[src/rtl/pwm_duty_capture.sv]
// Measures period and high time of an external PWM input, derives a 6-bit duty (0..63)
// with a 7-cycle restoring divider, and flags an input that stops producing rising edges.
module pwm_duty_capture #(
  parameter int CNT_W       = 16,
  parameter int SYNC_STAGES = 2,
  parameter int TIMEOUT_CYC = 1023
) (
  input  logic             clk,
  input  logic             rst,
  input  logic             pwm_in,
  output logic             meas_valid,
  output logic [CNT_W-1:0] period_cnt,
  output logic [CNT_W-1:0] high_cnt,
  output logic [5:0]       duty,
  output logic             duty_valid,
  output logic             stuck,
  output logic             stuck_level
);

  localparam logic [CNT_W-1:0] CNT_MAX = '1;
  localparam logic [CNT_W-1:0] TIMEOUT = CNT_W'(TIMEOUT_CYC);

  typedef enum logic {S_IDLE, S_MEASURE} state_t;

  logic [SYNC_STAGES-1:0] sync_q;
  logic                   pwm_d_q;
  logic                   pwm_s;
  logic                   rise;

  logic [CNT_W-1:0] pcnt_q, pcnt_d;
  logic [CNT_W-1:0] hcnt_q, hcnt_d;

  state_t state_q, state_d;
  logic   capture;
  logic   timeout;

  logic             meas_valid_q;
  logic [CNT_W-1:0] period_q;
  logic [CNT_W-1:0] high_q;
  logic             stuck_q;
  logic             stuck_level_q;

  logic             div_busy_q;
  logic [2:0]       div_step_q;
  logic [CNT_W:0]   div_rem_q;
  logic [CNT_W-1:0] div_den_q;
  logic [5:0]       div_quo_q;
  logic             div_ge;
  logic [CNT_W:0]   div_sub;
  logic [CNT_W-1:0] div_diff;
  logic [CNT_W:0]   div_rem_nxt;
  logic [5:0]       duty_q;
  logic             duty_valid_q;

  assign pwm_s = sync_q[SYNC_STAGES-1];
  assign rise  = pwm_s & ~pwm_d_q;

  always_ff @(posedge clk) begin
    if (rst) begin
      sync_q  <= '0;
      pwm_d_q <= 1'b0;
    end else begin
      sync_q  <= {sync_q[SYNC_STAGES-2:0], pwm_in};
      pwm_d_q <= pwm_s;
    end
  end

  // Both counters include the rise cycle itself, so a P-cycle period reads back as P.
  always_comb begin
    pcnt_d = pcnt_q;
    hcnt_d = hcnt_q;
    if (rise) begin
      pcnt_d = CNT_W'(1);
      hcnt_d = CNT_W'(1);
    end else begin
      if (pcnt_q != CNT_MAX) pcnt_d = pcnt_q + CNT_W'(1);
      if (pwm_s && (hcnt_q != CNT_MAX)) hcnt_d = hcnt_q + CNT_W'(1);
    end
  end

  always_ff @(posedge clk) begin
    if (rst) begin
      pcnt_q <= '0;
      hcnt_q <= '0;
    end else begin
      pcnt_q <= pcnt_d;
      hcnt_q <= hcnt_d;
    end
  end

  always_ff @(posedge clk) begin
    if (rst) state_q <= S_IDLE;
    else     state_q <= state_d;
  end

  always_comb begin
    state_d = state_q;
    case (state_q)
      S_IDLE:    if (rise)    state_d = S_MEASURE;
      S_MEASURE: if (timeout) state_d = S_IDLE;
      default:                state_d = S_IDLE;
    endcase
  end

  // Equality fires once per edgeless stretch since pcnt keeps climbing past the limit.
  always_comb begin
    timeout = ~rise && (pcnt_q == TIMEOUT);
    capture = (state_q == S_MEASURE) && rise;
  end

  always_ff @(posedge clk) begin
    if (rst) begin
      meas_valid_q  <= 1'b0;
      period_q      <= '0;
      high_q        <= '0;
      stuck_q       <= 1'b0;
      stuck_level_q <= 1'b0;
    end else begin
      meas_valid_q <= capture;
      if (capture) begin
        period_q <= pcnt_q;
        high_q   <= hcnt_q;
      end
      if (timeout) begin
        stuck_q       <= 1'b1;
        stuck_level_q <= pwm_s;
      end else if (rise) begin
        stuck_q <= 1'b0;
      end
    end
  end

  // One quotient bit per cycle: compare, subtract, then double the remainder for the next bit.
  always_comb begin
    div_ge      = (div_rem_q >= {1'b0, div_den_q});
    div_sub     = div_ge ? {1'b0, div_den_q} : '0;
    div_diff    = CNT_W'(div_rem_q - div_sub);
    div_rem_nxt = {div_diff, 1'b0};
  end

  always_ff @(posedge clk) begin
    if (rst) begin
      div_busy_q   <= 1'b0;
      div_step_q   <= '0;
      div_rem_q    <= '0;
      div_den_q    <= '0;
      div_quo_q    <= '0;
      duty_q       <= '0;
      duty_valid_q <= 1'b0;
    end else begin
      duty_valid_q <= 1'b0;
      if (capture) begin
        div_busy_q <= 1'b1;
        div_step_q <= '0;
        div_rem_q  <= {1'b0, hcnt_q};
        div_den_q  <= pcnt_q;
        div_quo_q  <= '0;
      end else if (div_busy_q) begin
        div_quo_q  <= {div_quo_q[4:0], div_ge};
        div_rem_q  <= div_rem_nxt;
        div_step_q <= div_step_q + 3'd1;
        if (div_step_q == 3'd6) begin
          div_busy_q   <= 1'b0;
          duty_valid_q <= 1'b1;
          duty_q       <= div_quo_q[5] ? 6'd63 : {div_quo_q[4:0], div_ge};
        end
      end
    end
  end

  assign meas_valid  = meas_valid_q;
  assign period_cnt  = period_q;
  assign high_cnt    = high_q;
  assign duty        = duty_q;
  assign duty_valid  = duty_valid_q;
  assign stuck       = stuck_q;
  assign stuck_level = stuck_level_q;

endmodule

[config.mk]
export PLATFORM = sky130hd
export DESIGN_NAME = pwm_duty_capture
export DESIGN_NICKNAME = d
export VERILOG_FILES = /design/src/rtl/pwm_duty_capture.sv
export SDC_FILE = /design/constraint.sdc
export NUM_CORES = 1
export LEC_CHECK = 0
export ABC_AREA = 0
export CORE_AREA = 2 2 99 101
export CTS_BUF_LIST = sky130_fd_sc_hd__clkbuf_8 sky130_fd_sc_hd__clkbuf_16
export CTS_CLUSTER_SIZE = 20
export DETAILED_ROUTE_END_ITERATION = 10
export DIE_AREA = 0 0 101 103
export HOLD_SLACK_MARGIN = 0.05
export PLACE_DENSITY = 0.78
export SLEW_MARGIN = 10
export SYNTH_ARGS = -nofsm -noshare
export SYNTH_HDL_FRONTEND = slang
export SYNTH_SLANG_ARGS = --single-unit
[constraint.sdc]
create_clock -name clk -period 4.8 [get_ports clk]
set_input_delay 0.96 -clock clk [delete_from_list [all_inputs] [get_ports clk]]
set_output_delay 0.96 -clock clk [all_outputs]
set_load 0.03 [all_outputs]
# Word-level counts from Yosys, hierarchy flattened
# Index checks and enable logic that the tools add are counted.
[word_totals] rom_bits=0 elab_cells=62 out_inout_bits=42 mem_count=0 ramBits=0 register_bits=105 latchBits=0
[classes] add_sub_neg=4 n_eq_ne=4 n_mux=17 n_bitwise=6 magnitude_cmp=1 mul=0 n_div=0 n_shift=0 reduce_logical=11
[op_table] cell="two-way mux 16 bit" count=3
[op_table] cell="adder 16 x 1 -> 16 bit (second input constant)" count=2
[op_table] cell="!= test 16 bit (second input constant)" count=2
[op_table] cell=">= comparator 17 x 16 -> 1 bit" count=1
[op_table] cell="== test 16 x 10 -> 1 bit (second input constant)" count=1
[op_table] cell="subtractor 16 bit" count=1
[op_table] cell="two-way mux 1 bit" count=12
[op_table] cell="nonzero test 2 bit" count=4
[op_table] cell="two-way mux 6 bit" count=1
[op_table] cell="inverter 1 bit" count=5
[op_table] cell="OR reduction 2 bit" count=2
[op_table] cell="adder 3 x 1 -> 3 bit (second input constant)" count=1
[op_table] cell="== test 3 bit (second input constant)" count=1
[op_table] cell="logical AND 1 bit" count=3
[op_table] cell="AND reduction 3 bit" count=1
[op_table] cell="OR reduction 3 bit" count=1
[op_table] cell="case mux 1 bit (2 select lines)" count=1
[op_table] cell="bitwise AND 1 bit" count=1

# Longest topological paths before layout
# Gate-level depths: netlist of run 1.
[depth] word_depth=6 mapped_depth=18 ltp_nobuf=18

# Worst setup path before layout of run 1
# OpenSTA, ideal clock, no wires.
[synth_path] path_type="register to register" from="reg div_den_q[14]" to="reg div_rem_q[13]" n_path_buf=1 slack_ns=0.738 synth_period_minus_slack_ns=4.062 path_stages_with_launch=18 arrival_time_ns=3.920 setup_ns=0.142 cell_sequence="dfxtp_1 -> inv_1 -> ha_1 -> nand2_1 -> nor4_1 -> a311oi_1 -> a31o_2 -> nand2_1 -> clkbuf_1 -> nand2_1 -> fa_1 -> a21o_1 -> nand4_1 -> nand3b_1 -> a311o_2 -> a21oi_2 -> mux2i_1 -> a311oi_1"
[synth_between] elab_chain_len=5
[synth_rtl] element="start, declared" line="46" source="logic [CNT_W-1:0] div_den_q;"
[synth_rtl] element="start signal, assigned" line="156" source="div_den_q <= pcnt_q;"
[synth_rtl] element=">= comparator 17 x 16 -> 1 bit" line="135" source="div_ge = (div_rem_q >= {1'b0, div_den_q});"
[synth_rtl] element="two-way mux 16 bit" line="136" source="div_sub = div_ge ? {1'b0, div_den_q} : '0;"
[synth_rtl] element="subtractor 16 bit" line="137" source="div_diff = CNT_W'(div_rem_q - div_sub);"
[synth_rtl] element="two-way mux 16 bit" line="158" source="end else if (div_busy_q) begin"
[synth_rtl] element="two-way mux 16 bit" line="152" source="if (capture) begin"
[synth_rtl] element="end signal, assigned" line="155" source="div_rem_q <= {1'b0, hcnt_q};"
[synth_rtl] element="end signal, assigned" line="160" source="div_rem_q <= div_rem_nxt;"
[synth_rtl] element="end, declared" line="45" source="logic [CNT_W:0] div_rem_q;"
# No other way between the ends. The select of a mux whose other input is x is not followed.
# A chain may end at the register's enable or synchronous reset.

# Worst setup path in the final report of run 1
[layout_path] from="reg div_den_q[9]" to="reg div_rem_q[16]"
[layout_between] elab_chain_len=3
[layout_rtl] element=">= comparator 17 x 16 -> 1 bit" line="135"
[layout_rtl] element="two-way mux 16 bit (*)" line="136"
[layout_rtl] element="subtractor 16 bit (*)" line="137"
# Every way passes the cells marked *; elsewhere a longest branch is shown, timed or not.

==> impl_metrics.ini, run 1 <==
[status]
status = completed

[drt]
routed-via-count = 4582
drt_iter0_drc = 364
firstDrtPassIters = 6
wl_per_cell_um = 16.0
routed_wl_um = 12900
drc_errors = 0
antenna_left = 0
avgViaCountPerCell = 5.68

[sta]
hold_viol_final = 0
fin_skew_ns = 0.00607
hold_ws_ns = 0.445
max_freq_mhz = 238
fin_crit_sh_pct = 87.4
setup_viol = 0
relSlewSlack_pct = 30.2
worst_pin_slew_ns = 1.04
layout_setup_ws_ns = 0.603
period_needed_ns = 4.20
rsz0062_at_grt = false
fin_setup_tns_ns = 0
slew_viol_final = 0

[power_and_ir_drop]
power.leakage_nw = 2.18
p_total_mw = 1.52
vdd_drop_max_v = 0.000158
pwr-share-seq_pct = 58.3
pwr-share-clk_pct = 36.6
power.density_nw_per_um2 = 254
swShare_pct = 24.4
p_int_mw = 1.15
combPwrFrac_pct = 5.0
p_sw_mw = 0.370

[setup_path]
crit_buf_inv = 2
worstPathRequired_ns = 5.12
path_class = flip-flop to flip-flop
crit_path_end_kind = flip-flop
critPathArrivalTime_ns = 4.52
path_cells = inv_1 > ha_1 > nand4_1 > nor4_1 > a311oi_1 > a31o_2 > nand2_1 > buf_4 > nand2_1 > ha_1 > nor2b_1 > o31ai_1 > o21ai_1 > o41ai_2 > o31ai_1 > or3_1 > nand3_1
cp_slowest_cell = o41ai_2
crit_family = compound AO/OA/AOI/OAI gates
critPathMaxFanout = 11
slowest_delay_ns = 0.51
setup.worst_path.start_class = flip-flop

[synthesis]
ys.flop_type = dfxtp_1
synth.distinct_cells = 55
synth_top_area_cell = dfxtp_1
synthTopCellsByArea = dfxtp_1 40%, nand2_1 8.5%, ha_1 8.3%
syn_area_per_cell_um2 = 8.08
synth_fp_nets = 693
synth-async-reset-ratio_pct = 0
ys_seq_elements = 105
synthCells = 654
ys_seq_area_share_pct = 39.8
synth_top_cell_area_share_pct = 39.8
synth_area_um2 = 5290
yosysWarnings = 0
synth_edf_count = 0

[placement]
post-place-cells = 790
port_buffers = 44
gp_congestion = 0.943
dp_hpwl_um = 9460
dpl_worst_slack_ns = 0.674
placed_cell_area_um2 = 5790

[die]
initial_core_util_pct = 55.9
core_area_um2 = 9460
die_h_um = 103
ios = 45
die_w_um = 101
rows = 36
die_area_um2 = 10400

[layout]
drive_gt1_share_pct = 5.06
layout_commonest_cell = nand2_1
fillers = 835
design_area_um2 = 5980
final_cell_mix = 119 x nand2_1, 105 x dfxtp_1, 74 x nor2_1
n_antenna_cell = 0
final_nets = 726
final-instance-count-excl-fill = 806
area.sequential_um2 = 2100
final_util_pct = 63.2
multiInputGateArea_um2 = 2960
syn_to_final_growth_pct = 13.2

[global_route]
grt_pass1_vias = 4303
grt_use_total_pct = 25.8
grt_overflow = 0
antenna_found_initial = 0
grt_pass1_wl_um = 21000
grt_max_degree = 64

[run]
drv_cap = 0

[cts]
clockBufferDepth = 2
cts-root-buf = clkbuf_8
cts_setup_buffers = 0
htree_num_levels = 3
cts.repair.resized = 0
cts_tree = yes
cts_buffers = 9
cts_sinks = 105
hold_buffers = 0
clk_pin_slew_ns = 0.10
clk_latency_ns = 0.38

[worst_hold_path]
min_path_type = flip-flop to flip-flop
## path summary, 6_finish.rpt
kind	cells after the start	endpoint	startpoint	slack, ns
hold reg to reg	1	sync_q[1]$_SDFF_PP0_	sync_q[0]$_SDFF_PP0_	0.44
setup / recovery	17	div_rem_q[16]$_SDFFE_PP0P_	div_den_q[9]$_SDFFE_PP0P_	0.60
hold / removal	1	sync_q[1]$_SDFF_PP0_	sync_q[0]$_SDFF_PP0_	0.44
setup reg to reg	17	div_rem_q[16]$_SDFFE_PP0P_	div_den_q[9]$_SDFFE_PP0P_	0.60
## final cells by class
class	instances	area share, %
multi-input combinational	493	49.5
tap	114	2.38
timing repair buffer	49	7.91
clock inverter	7	1.19
sequential	105	35.1
clock buffer	9	2.07
inverter	29	1.82
## state kept, by name, indices dropped and copies added, names as in the netlist
register,flops
div_busy_q,1
div_den_q,16
div_quo_q,6
div_rem_q,17
div_step_q,3
duty,6
duty_valid,1
hcnt_q,16
high_cnt,16
meas_valid,1
pcnt_q,16
pwm_d_q,1
state_q,1
stuck,1
stuck_level,1
sync_q,2
## logic make-up after synthesis
group | count (synthesis) | share of synthesized area [%]
and+or+nand+nor | 291 | 24.8
AOI/OAI and AO/OA | 115 | 13.6
DFF | 105 | 39.8
buffers and inverters | 56 | 4.24
adders and majority gates | 36 | 8.66
xor gates and xnor gates | 34 | 5.63
muxes | 17 | 3.29
## power groups by stage
stage | clock [mW] | sequential [mW] | combinational, mW
3_5_place_dp | 0 | 0.905 | 0.0756
4_1_cts | 0.563 | 0.885 | 0.0757
5_1_grt | 0.600 | 0.886 | 0.0852
6_report | 0.556 | 0.885 | 0.0764
3_3_place_gp | 0 | 0.904 | 0.0737
2_1_floorplan | 0 | 0.903 | 0.0601
## synth_stat cells (all sizes together) (2+ instances only)
master  count
a211oi      6
a21o        8
a21oi      59
a311oi      3
a31oi       5
and2        7
and3        5
and4        2
buf         4
clkbuf     23
dfxtp     105
ha         35
inv        29
mux2        3
mux2i      14
nand2     119
nand2b      5
nand3      22
nand3b      2
nand4      11
nor2       75
nor2b       6
nor3       24
nor4        3
nor4b       2
o211ai      4
o21a        2
o21ai      15
o31ai       3
o41ai       2
or2         2
or3         3
xnor2      17
xor2       17
## metal layers
metal	vias up	part of all wire (%)	GRT usage, %	wire length, µm
li1	2305	-	-	-
met3	26	4.6	4.47	591
met4	0	2.1	8.63	267
met2	123	47	41.5	6090
met1	2128	46	35.4	5960
met5	-	0	0	0
## worst register-to-register path: cells and delay by family, from the launching register on
family          cells  cell delay, ns
compound gates      6            1.60
simple gates        7            1.29
fa+ha+maj           2            0.57
flops               1            0.40
buf+inv             2            0.29
Note: power is estimated with default switching activity, not from simulation.
==> run 2: changes to the inputs <==
--- a/config.mk
+++ b/config.mk
@@ -6,13 +6,12 @@
 export NUM_CORES = 1
 export LEC_CHECK = 0
 export ABC_AREA = 0
-export CORE_AREA = 2 2 99 101
+export CORE_AREA = 2 2 104 106
 export CTS_BUF_LIST = sky130_fd_sc_hd__clkbuf_8 sky130_fd_sc_hd__clkbuf_16
-export CTS_CLUSTER_SIZE = 20
 export DETAILED_ROUTE_END_ITERATION = 10
-export DIE_AREA = 0 0 101 103
+export DIE_AREA = 0 0 106 108
 export HOLD_SLACK_MARGIN = 0.05
-export PLACE_DENSITY = 0.78
+export PLACE_DENSITY = 0.75
 export SLEW_MARGIN = 10
 export SYNTH_ARGS = -nofsm -noshare
 export SYNTH_HDL_FRONTEND = slang
==> constraint.sdc (replaced) <==
create_clock -name clk -period 3.8 [get_ports clk]
set_input_delay 0.76 -clock clk [delete_from_list [all_inputs] [get_ports clk]]
set_output_delay 0.76 -clock clk [all_outputs]
set_load 0.03 [all_outputs]
==> impl_metrics.ini, run 2 (synthesized netlist as in run 1, its figures left out) <==
[cts]
cts_tree = yes
cts_sinks = 105
clk_pin_slew_ns = 0.11
cts-root-buf = clkbuf_8
htree_num_levels = 3
clockBufferDepth = 2
cts_buffers = 9
clk_latency_ns = 0.38

[setup_path]
crit_end = div_rem_q[13]$_SDFFE_PP0P_
worstPathRequired_ns = 4.03
critPathArrivalTime_ns = 4.04
r2r-start = div_den_q[12]$_SDFFE_PP0P_
path_class = flip-flop to flip-flop
rrSetupSlack_ns = -0.007
crit_path_end_kind = flip-flop
critPathMaxFanout = 4
worstRegToRegCells = 18
startpoint = div_den_q[12]$_SDFFE_PP0P_
timing.rr.end = div_rem_q[13]$_SDFFE_PP0P_
setup.worst_path.start_class = flip-flop

[global_route]
grt_overflow = 0
grt_use_total_pct = 23.7
antenna_found_initial = 0
grt_pass1_wl_um = 21700
grt_max_degree = 64
grt_pass1_vias = 4461

[sta]
relSlewSlack_pct = 33.9
layout_setup_ws_ns = -0.00701
hold_viol_final = 0
fin_skew_ns = 0.0140
setup_viol = 1
max_freq_mhz = 263
period_needed_ns = 3.81
rsz0062_at_grt = true
worst_pin_slew_ns = 0.989
fin_setup_tns_ns = -0.00701
fin_crit_sh_pct = 100
slew_viol_final = 0

[drt]
routed-via-count = 4851
drt_iter0_drc = 347
routed_wl_um = 13900
avgViaCountPerCell = 5.66
wl_per_cell_um = 16.2
antenna_left = 0
drc_errors = 0
firstDrtPassIters = 5

[die]
core_area_um2 = 10200
die_h_um = 108
die_w_um = 106
rows = 37
ios = 45
die_area_um2 = 11400
initial_core_util_pct = 51.7

[layout]
fillers = 864
largest_reg_flops = 17
n_antenna_cell = 0
layout_commonest_cell = nand2_1
final_nets = 755
final_cell_mix = 115 x nand2_1, 93 x dfxtp_1, 74 x nor2_1
final-instance-count-excl-fill = 857
drive_gt1_share_pct = 15.5
largest-register = div_rem_q
final_util_pct = 63.8
syn_to_final_growth_pct = 23.6

[power_and_ir_drop]
p_total_mw = 1.91
power.leakage_nw = 2.38
power.density_nw_per_um2 = 293
vdd_drop_max_v = 0.000188

[status]
status = finished with violations
violations = negative setup slack

[placement]
gp_congestion = 0.896
port_buffers = 44
dp_hpwl_um = 9840
post-place-cells = 830

[worst_hold_path]
min_path_type = flip-flop to flip-flop
min-delay-start = sync_q[0]$_SDFF_PP0_

[run]
drv_cap = 0
[run 2: cell types whose count changed in the layout (fill, tap and decap cells not counted), moves of 8 or more]
cell     previous run  this run
dfxtp_2             0         8
dfxtp_1           105        93
ha_1               35        22
ha_4                0        13
buf_4               5        30
[run 2: critical path, stage by stage (launching register included)]
cell	delay, ns
dfxtp_4	0.37
inv_2	0.04
ha_4	0.26
nand4_1	0.18
nor4_2	0.32
a311oi_2	0.15
a31o_2	0.24
nand2_2	0.09
and2_4	0.15
ha_4	0.13
inv_2	0.04
fa_2	0.37
a21o_1	0.19
nand4_1	0.09
nand3b_1	0.13
a311o_2	0.46
a21oi_2	0.14
mux2i_1	0.19
a311oi_1	0.10
[run 2: per-stage QoR]
stage	setup WS (ns)	instance area [µm²]	hold slack, ns
3_3_place_gp	0.0720	5970	0.437
4_1_cts	-0.0229	6170	0.460
6_report	-0.00701	6530	0.459
5_1_grt	-0.155	6530	0.482
2_1_floorplan	0.00177	5310	0.414
3_5_place_dp	-0.0465	5970	0.437
[run 2: routing by layer]
| metal | share of wire (%) | up-vias | track usage, % | wire length, µm |
|---|---|---|---|---|
| li1 | - | 2361 | - | - |
| met1 | 44 | 2314 | 30.1 | 6100 |
| met2 | 48 | 134 | 40.2 | 6710 |
| met5 | 0 | - | 0 | 0 |
| met4 | 3.5 | 0 | 10.3 | 489 |
| met3 | 4.4 | 42 | 3.38 | 606 |
[run 2: final cells by class]
class	instances	area (µm²)	area share, %
sequential	105	2130	32.6
tap	136	170	2.60
clock buffer	9	124	1.90
multi-input combinational	493	3230	49.4
clock inverter	7	65.1	0.996
inverter	29	111	1.70
timing repair buffer	78	706	10.8
[run 2: report_power, final]
part / switching, mW / internal (mW)
combinational: 0.0745 / 0.0501
clock: 0.422 / 0.251
sequential: 0.00972 / 1.11
total: 0.506 / 1.41
[run 2: how the worst min path moves through the flow]
stage,to,slack [ns],cells past startpoint
floorplan,sync_q[1]$_SDFF_PP0_,0.41,1
global placement,sync_q[1]$_SDFF_PP0_,0.44,1
detailed placement,sync_q[1]$_SDFF_PP0_,0.44,1
CTS,sync_q[1]$_SDFF_PP0_,0.46,1
global route,sync_q[1]$_SDFF_PP0_,0.48,1
finish,sync_q[1]$_SDFF_PP0_,0.46,1
[run 2: repair_timing]
| item | 4_1_cts | 5_1_grt |
|---|---|---|
| gates cloned | 0 | 0 |
| gates resized for setup | 1 | 52 |
| buffers inserted | 0 | 11 |
| endpoints found under the setup margin | 4 | 10 |
| pin swaps | 2 | 22 |
| hold buffers | 0 | 0 |
